===== src/rtl/defines.sv =====
// Shared types and constants for the Ethernet frame datapath.
package defines;

  typedef struct packed {
    logic [5:0][7:0] dst;
    logic [5:0][7:0] src;
  } address;

  typedef enum logic [2:0] {
    IDLE,
    DST,
    SRC,
    LEN,
    PAYLOAD,
    DROP
  } rx_state_t;

  localparam int unsigned MAC_BYTES = 6;
  localparam int unsigned LEN_BYTES = 2;
  localparam int unsigned HDR_BYTES = 14;

endpackage


===== src/rtl/rx_byte_fifo.sv =====
// Byte-wide synchronous FIFO with show-ahead head; extra pointer bit tells full from empty.
module rx_byte_fifo #(
  parameter int unsigned DEPTH = 64
) (
  input  logic       clk,
  input  logic       rst,
  input  logic       push,
  input  logic [7:0] push_data,
  input  logic       pop,
  output logic [7:0] rd_data,
  output logic       empty,
  output logic       full
);

  localparam int unsigned AW = $clog2(DEPTH);

  logic [AW:0] wr_ptr_q, wr_ptr_d;
  logic [AW:0] rd_ptr_q, rd_ptr_d;
  logic [7:0]  mem_q [DEPTH];
  logic        do_push, do_pop;

  always_comb begin
    empty    = (wr_ptr_q == rd_ptr_q);
    full     = (wr_ptr_q[AW-1:0] == rd_ptr_q[AW-1:0]) && (wr_ptr_q[AW] != rd_ptr_q[AW]);
    do_push  = push && !full;
    do_pop   = pop && !empty;
    wr_ptr_d = wr_ptr_q + (AW+1)'(do_push);
    rd_ptr_d = rd_ptr_q + (AW+1)'(do_pop);
    rd_data  = empty ? '0 : mem_q[rd_ptr_q[AW-1:0]];
  end

  always_ff @(posedge clk) begin
    if (rst) begin
      wr_ptr_q <= '0;
      rd_ptr_q <= '0;
    end else begin
      wr_ptr_q <= wr_ptr_d;
      rd_ptr_q <= rd_ptr_d;
    end
  end

  always_ff @(posedge clk) begin
    if (do_push) mem_q[wr_ptr_q[AW-1:0]] <= push_data;
  end

endmodule


===== src/rtl/eth_frame_receiver.sv =====
// Parses the 14-byte Ethernet header from a byte stream and buffers payload for a byte consumer.
module eth_frame_receiver
  import defines::*;
#(
  parameter int unsigned FIFO_DEPTH  = 64,
  parameter int unsigned MAX_PAYLOAD = 1500
) (
  input  logic            clk,
  input  logic            rst,
  input  logic [7:0]      rx_axis_tdata,
  input  logic            rx_axis_tvalid,
  input  logic            rx_axis_tlast,
  output logic            rx_axis_tready,
  output defines::address header_addr,
  output logic [1:0][7:0] number_of_bytes,
  output logic            rx_header_valid,
  output logic [7:0]      rx_data,
  output logic            rx_valid,
  input  logic            rx_ready,
  output logic            brx_empty,
  output logic            brx_full,
  output logic            rx_frame_err
);

  rx_state_t       state_q, state_d;
  logic [2:0]      cnt_q, cnt_d;
  address          addr_q, addr_d;
  logic [1:0][7:0] len_q, len_d;
  logic [15:0]     pay_cnt_q, pay_cnt_d;
  logic            hdr_valid_q, hdr_valid_d;
  logic            err_q, err_d;
  logic            accept, fifo_push;
  logic [15:0]     len_value;

  // Full is a registered-pointer comparison, so tready never depends on rx_ready.
  assign rx_axis_tready = (state_q != PAYLOAD) || !brx_full;
  assign accept         = rx_axis_tvalid && rx_axis_tready;
  assign len_value      = {len_q[1], rx_axis_tdata};

  always_comb begin
    state_d     = state_q;
    cnt_d       = cnt_q;
    addr_d      = addr_q;
    len_d       = len_q;
    pay_cnt_d   = pay_cnt_q;
    hdr_valid_d = 1'b0;
    err_d       = 1'b0;
    fifo_push   = 1'b0;
    if (accept) begin
      unique case (state_q)
        IDLE: begin
          addr_d.dst[5] = rx_axis_tdata;
          if (rx_axis_tlast) begin
            err_d = 1'b1;
          end else begin
            state_d = DST;
            cnt_d   = 3'd1;
          end
        end
        DST: begin
          addr_d.dst[3'd5 - cnt_q] = rx_axis_tdata;
          if (rx_axis_tlast) begin
            err_d   = 1'b1;
            state_d = IDLE;
          end else if (cnt_q == 3'(MAC_BYTES - 1)) begin
            state_d = SRC;
            cnt_d   = '0;
          end else begin
            cnt_d = cnt_q + 3'd1;
          end
        end
        SRC: begin
          addr_d.src[3'd5 - cnt_q] = rx_axis_tdata;
          if (rx_axis_tlast) begin
            err_d   = 1'b1;
            state_d = IDLE;
          end else if (cnt_q == 3'(MAC_BYTES - 1)) begin
            state_d = LEN;
            cnt_d   = '0;
          end else begin
            cnt_d = cnt_q + 3'd1;
          end
        end
        LEN: begin
          if (cnt_q != 3'(LEN_BYTES - 1)) begin
            len_d[1] = rx_axis_tdata;
            if (rx_axis_tlast) begin
              err_d   = 1'b1;
              state_d = IDLE;
            end else begin
              cnt_d = cnt_q + 3'd1;
            end
          end else begin
            len_d[0] = rx_axis_tdata;
            if (rx_axis_tlast) begin
              err_d   = 1'b1;
              state_d = IDLE;
            end else if (len_value == '0 || len_value > 16'(MAX_PAYLOAD)) begin
              err_d   = 1'b1;
              state_d = DROP;
            end else begin
              hdr_valid_d = 1'b1;
              pay_cnt_d   = len_value;
              state_d     = PAYLOAD;
            end
          end
        end
        PAYLOAD: begin
          fifo_push = 1'b1;
          pay_cnt_d = pay_cnt_q - 16'd1;
          // Bytes beyond the length field without tlast are padding.
          if (pay_cnt_q == 16'd1) begin
            state_d = rx_axis_tlast ? IDLE : DROP;
          end else if (rx_axis_tlast) begin
            err_d   = 1'b1;
            state_d = IDLE;
          end
        end
        DROP: begin
          if (rx_axis_tlast) state_d = IDLE;
        end
        default: state_d = IDLE;
      endcase
    end
  end

  always_ff @(posedge clk) begin
    if (rst) begin
      state_q     <= IDLE;
      cnt_q       <= '0;
      addr_q      <= '0;
      len_q       <= '0;
      pay_cnt_q   <= '0;
      hdr_valid_q <= 1'b0;
      err_q       <= 1'b0;
    end else begin
      state_q     <= state_d;
      cnt_q       <= cnt_d;
      addr_q      <= addr_d;
      len_q       <= len_d;
      pay_cnt_q   <= pay_cnt_d;
      hdr_valid_q <= hdr_valid_d;
      err_q       <= err_d;
    end
  end

  rx_byte_fifo #(
    .DEPTH(FIFO_DEPTH)
  ) u_fifo (
    .clk      (clk),
    .rst      (rst),
    .push     (fifo_push),
    .push_data(rx_axis_tdata),
    .pop      (rx_ready),
    .rd_data  (rx_data),
    .empty    (brx_empty),
    .full     (brx_full)
  );

  assign header_addr     = addr_q;
  assign number_of_bytes = len_q;
  assign rx_header_valid = hdr_valid_q;
  assign rx_frame_err    = err_q;
  assign rx_valid        = !brx_empty;

endmodule


===== config.mk =====
export PLATFORM = sky130hd
export DESIGN_NAME = eth_frame_receiver
export DESIGN_NICKNAME = d
export VERILOG_FILES = /design/src/rtl/defines.sv /design/src/rtl/rx_byte_fifo.sv /design/src/rtl/eth_frame_receiver.sv
export SDC_FILE = /design/constraint.sdc
export NUM_CORES = 1
export LEC_CHECK = 0
export BUFFER_PORTS_ARGS = -buffer_cell sky130_fd_sc_hd__buf_2
export CORE_ASPECT_RATIO = 0.9
export CORE_MARGIN = 2
export CORE_UTILIZATION = 61
export DETAILED_ROUTE_END_ITERATION = 7
export GPL_ROUTABILITY_DRIVEN = 0
export GPL_TIMING_DRIVEN = 0
export HOLD_SLACK_MARGIN = 0.06
export PLACE_DENSITY = 0.8
export SYNTH_ARGS = -nofsm -noshare
export SYNTH_HDL_FRONTEND = slang
export SYNTH_SLANG_ARGS = --single-unit

===== constraint.sdc =====
create_clock -name clk -period 3.5 [get_ports clk]
set_clock_uncertainty 0.1 [all_clocks]
set_input_delay 0.525 -clock clk [delete_from_list [all_inputs] [get_ports clk]]
set_output_delay 0.525 -clock clk [all_outputs]
set_load 0.05 [all_outputs]

# == Yosys cells after proc, flatten, opt, wreduce, memory -nomap -nowiden ==
# Memories as Yosys holds them, arrays and structs flattened. A register that Yosys moved wholly into a read port is not among the register bits.
# Cells that the tools add are included.
# totals
register_bits,150
ram_bits,512
in_bits,13
n_memories,1
# memory_table
name,words,width,rd,rd_clocked_by_memory_dff,write_ports,line_no,source
u_fifo.mem_q,64,8,1,1,1,rx_byte_fifo.sv:19,logic [7:0] mem_q [DEPTH];
# classes
add_sub_neg,5
magnitude_cmp,3
eq_ne,20
n_mux,39
n_bitwise,3
reduce_logical,26
# op_table
cell,n
$bwmux W48,2
$mux W16,3
$mux W3,14
$pmux W16 S2,1
$demux W8 S3,1
$pmux W3 S6,1
$eq A16 B1 Y1 const B,1
$gt A16 B11 Y1 const B,1
$logic_not A16 Y1,1
$mux W8,2
$pmux W8 S2,1
$sub A16 B1 Y16 const B,1
$add A7 B1 Y7,2
$ne A2 B2 Y1 const B,6
$mux W1,11
$eq A3 B3 Y1 const B,3
$ne A3 B3 Y1 const B,3
$pmux W3 S3,1
$eq A7 B7 Y1,1
$eq A3 B2 Y1 const B,2
$eq A6 B6 Y1,1
$mux W6,1
$reduce_and A2 Y1,3
$reduce_and A3 Y1,2
21 further kinds,31

# == Depth between registers and ports, before layout ==
# logic_depth
word_depth,9
ltp_mapped,10
depth_no_buf,9

# == Cells and area by module ==
# A second synthesis with hierarchy kept.
# hier_totals
cells_unflattened,1680
area_unflattened_um2,26623.0
# by_module_without_submodules
module,n_inst,cells_per_inst,area_per_inst_um2
rx_byte_fifo,1,1034,20748.6
eth_frame_receiver,1,646,5874.4

# == Worst setup path after synthesis ==
# OpenSTA, ideal clock, no wires.
# synth_path
path_kind,register -> output
start,register u_fifo.wr_ptr_q[2]
end,output rx_data[4]
t_arrival_ns,2.911
slack_ns,-0.036
path_stages_with_launch,7
path_cell_list,dfxtp_1 > buf_2 > xor2_1 > nor4_4 > nand3_1 > inv_1 > a211oi_1
# synth_between
elab_chain_len,2
# synth_rtl
item,line_no,source
start: declaration,rx_byte_fifo.sv:17,"logic [AW:0] wr_ptr_q, wr_ptr_d;"
start signal: assignment,rx_byte_fifo.sv:37,wr_ptr_q <= wr_ptr_d;
$eq A7 B7 Y1,rx_byte_fifo.sv:23,empty = (wr_ptr_q == rd_ptr_q);
named net brx_empty,eth_frame_receiver.sv:20,"output logic brx_empty,"
$mux W8,rx_byte_fifo.sv:29,rd_data = empty ? '0 : mem_q[rd_ptr_q[AW-1:0]];
end: declaration,eth_frame_receiver.sv:17,"output logic [7:0] rx_data,"
# The timed path passes the listed nets, and every way through them passes these cells.

# == Worst setup path after layout ==
# layout_path
start,register u_fifo.rd_ptr_q[3]
end,output rx_data[0]
# layout_between
elab_chain_len,2
# layout_rtl
item,line_no,source
start: declaration,rx_byte_fifo.sv:18,"logic [AW:0] rd_ptr_q, rd_ptr_d;"
start signal: assignment,rx_byte_fifo.sv:38,rd_ptr_q <= rd_ptr_d;
$eq A7 B7 Y1,rx_byte_fifo.sv:23,
$mux W8,rx_byte_fifo.sv:29,
# Every way passes these cells.

==> results.yml <==
worst_setup_path:
  path_max_fanout: 10
  crit_type: "register to primary output"
  crit_path_end: "rx_data[0]"
  reg2reg_slack_ns: -0.09
  crit_arrival_ns: 3.07
  crit_path_end_kind: "primary output"
  r2r-end: "u_fifo.mem_q[54][6]$_DFFE_PP_"
  reg2reg_depth: 6
  r2r-start: "state_q[1]$_SDFFE_PP0P_"
  cp-startpoint: "u_fifo.rd_ptr_q[3]$_SDFF_PP0_"
  start_kind: "register"
  crit_required_ns: 2.87
status:
  run_status: "complete, but fails checks"
  violations: "negative setup slack"
logic_synthesis:
  synthArstFlopShare_pct: 0
  synth_top_area_share_pct: 57.8
  synthTopCellsByCount: "edfxtp_1 (512), nor2_1 (210), dfxtp_1 (150)"
  yosysWarningCount: 0
  seq_area_frac_synth_pct: 69.1
  syn_inst: 1672
  ys.flop_type: "edfxtp_1"
  yosysMostFrequentCell: "edfxtp_1"
  synth_seq_cells: 662
  avgSynthCellArea_um2: 15.9
  synth.cell_area_um2: 26600
  synthTopCellsByArea: "edfxtp_1 (58%), dfxtp_1 (11%), mux4_2 (8.7%)"
  syn_nets: 1693
  synth_edf_count: 512
  ys_types: 76
  synth_top_area_cell: "edfxtp_1"
global_route:
  grt_pass1_vias: 16500
  grt.overflow.total: 0
  grt_pass1_wl_mm: 106
  track_usage_pct: 32.0
  antenna_found_initial: 1
  grt_max_degree: 66
timing:
  hold_viol_final: 0
  setup_ws_ns: -0.197
  finalCriticalPeriod_ns: 3.70
  slew_viol_final: 0
  period_share_pct: 106
  tns_ns: -4.20
  holdWs_ns: 0.243
  rsz0062_at_grt: "yes"
  max_freq_mhz: 271
  timing.slew.headroom_pct: 8.33
  worstMarginPinSlew_ns: 1.38
  setup_viol: 87
place:
  postPlaceCellArea_um2: 28000
  post-place-ws_ns: -0.386
  hpwl_mm: 44.8
  port_buffers: 136
  placed_cells_incl_taps: 2363
layout:
  multi_input_area_um2: 8150
  final_nets: 1932
  seq_area_um2: 18400
  finalInstanceArea_um2: 31500
  final_cells: 2518
  fillerInstances: 2419
  drive_above_1_share_pct: 30.7
  area_growth_pct: 18.3
  utilization_pct: 73.2
power:
  power_mw: 15.6
  power.leakage_nw: 10.5
  vdd_ir_drop_max_mv: 0.388
  p_per_area_nw_per_um2: 496
clock_network:
  htree_levels: 2
  cts_buffer_depth: 3
  path_clk_slew_ns: 0.06
  worstSkewPairLatency_ns: 0.63
  cts_sinks: 662
  cts_root_buffer: "clkbuf_16"
  cts_tree: "done"
  cts_buffers: 61
die:
  initial_core_util_pct: 61.9
  rows: 72
  die_w_um: 224
  core_um2: 43000
  io_pins: 139
  die_h_um: 202
  dieArea_um2: 45300
drt:
  dr_total_vias: 17500
  drtPass1Iterations: 7
  ant_nets: 0
  viasPerCell: 6.93
  wl_per_cell_um: 30.7
  drc: 0
  detail_route.iter0.violations: 3002
  totalWireLength_mm: 77.3
flow_run:
  cap_violations: 0
min_path:
  hp-class: "input pin to register"
  whs_path_depth: 3
## worst min path at each step
stage	startpoint	endpoint	slack, ns
2_1_floorplan	pay_cnt_q[1]$_SDFFE_PP0P_	pay_cnt_q[1]$_SDFFE_PP0P_	0.36
3_3_place_gp	header_addr[6]$_SDFFE_PP0P_	header_addr[6]$_SDFFE_PP0P_	0.34
3_5_place_dp	header_addr[2]$_SDFFE_PP0P_	header_addr[2]$_SDFFE_PP0P_	0.35
4_1_cts	rx_axis_tlast	rx_frame_err$_SDFF_PP0_	0.21
5_1_grt	rx_axis_tlast	rx_frame_err$_SDFF_PP0_	0.26
6_report	rx_axis_tlast	rx_frame_err$_SDFF_PP0_	0.24
## power by group
| part | internal (mW) | total (mW) | switching (mW) | leakage, nW |
|---|---|---|---|---|
| Combinational | 0.0610 | 0.335 | 0.274 | 3.75 |
| Sequential | 8.46 | 8.47 | 0.00990 | 5.81 |
| Clock | 3.85 | 6.80 | 2.94 | 0.976 |
## area by class of cell
| type | count | share of cell area (%) |
|---|---|---|
| Sequential cell | 662 | 58.4 |
| Multi-Input combinational cell | 888 | 25.9 |
| Clock buffer | 71 | 4.97 |
| Timing Repair Buffer | 177 | 4.04 |
| Buffer | 109 | 2.87 |
| Tap cell | 555 | 2.21 |
| Clock inverter | 43 | 1.40 |
| Inverter | 12 | 0.143 |
| Antenna cell | 1 | 0.00796 |
## cells by family after synthesis
logic type | synth area share [%]
DFF | 69.1
and+or+nand+nor | 7.73
muxes | 14.9
AOI/OAI and AO/OA | 5.18
buffers and inverters | 2.17
xor gates and xnor gates | 0.555
adders and majority gates | 0.377
## cells in the final DEF (no fill, tap or decap), types with 13 or more instances in the layout
cell type and instances:
a22oi_2 16, a21oi_1 39, clkbuf_1 47, nand2b_1 16, nor2_2 57, mux2i_1 142, mux4_2 103, nand3_1 24
mux2_2 14, clkbuf_16 72, edfxtp_1 512, buf_2 144, buf_4 29, clkinv_1 13, buf_6 18, a211oi_1 18
dfxtp_1 149, nand2_1 48, nor2_1 154
## registers in the layout, indices dropped and copies added (netlist names)
register / cells
number_of_bytes: 16
u_fifo.mem_q: 512
header_addr: 96
state_q: 3
rx_frame_err: 1
cnt_q: 3
rx_header_valid: 1
u_fifo.rd_ptr_q: 7
pay_cnt_q: 16
u_fifo.wr_ptr_q: 7
## layer usage
layer / GRT usage (%) / part of all wire [%] / up-vias
li1: - / - / 6986
met1: 43.9 / 35 / 8616
met2: 50.9 / 47 / 1579
met3: 7.44 / 13 / 271
met4: 11.4 / 5.0 / 0
met5: 0 / 0 / -
## critical path, cell delays in order, from the launching register on
cell and delay (ns):
dfxtp_1 0.51, nor2b_1 0.21, clkbuf_2 0.31, clkbuf_2 0.46, nand3_1 0.19, nand4_1 0.17
nand2_1 0.11, o22ai_2 0.26, buf_6 0.21
## repair_timing
action / in CTS / in global routing
gates cloned: 0 / 10
hold buffers: 0 / 0
setup endpoints to repair: 17 / 520
endpoints found under the hold margin: 0 / 0
gates resized for setup: 146 / 122
pin swaps: 4 / 33
setup buffers: 9 / 22
No activity file was read; power rests on OpenSTA's default activity.
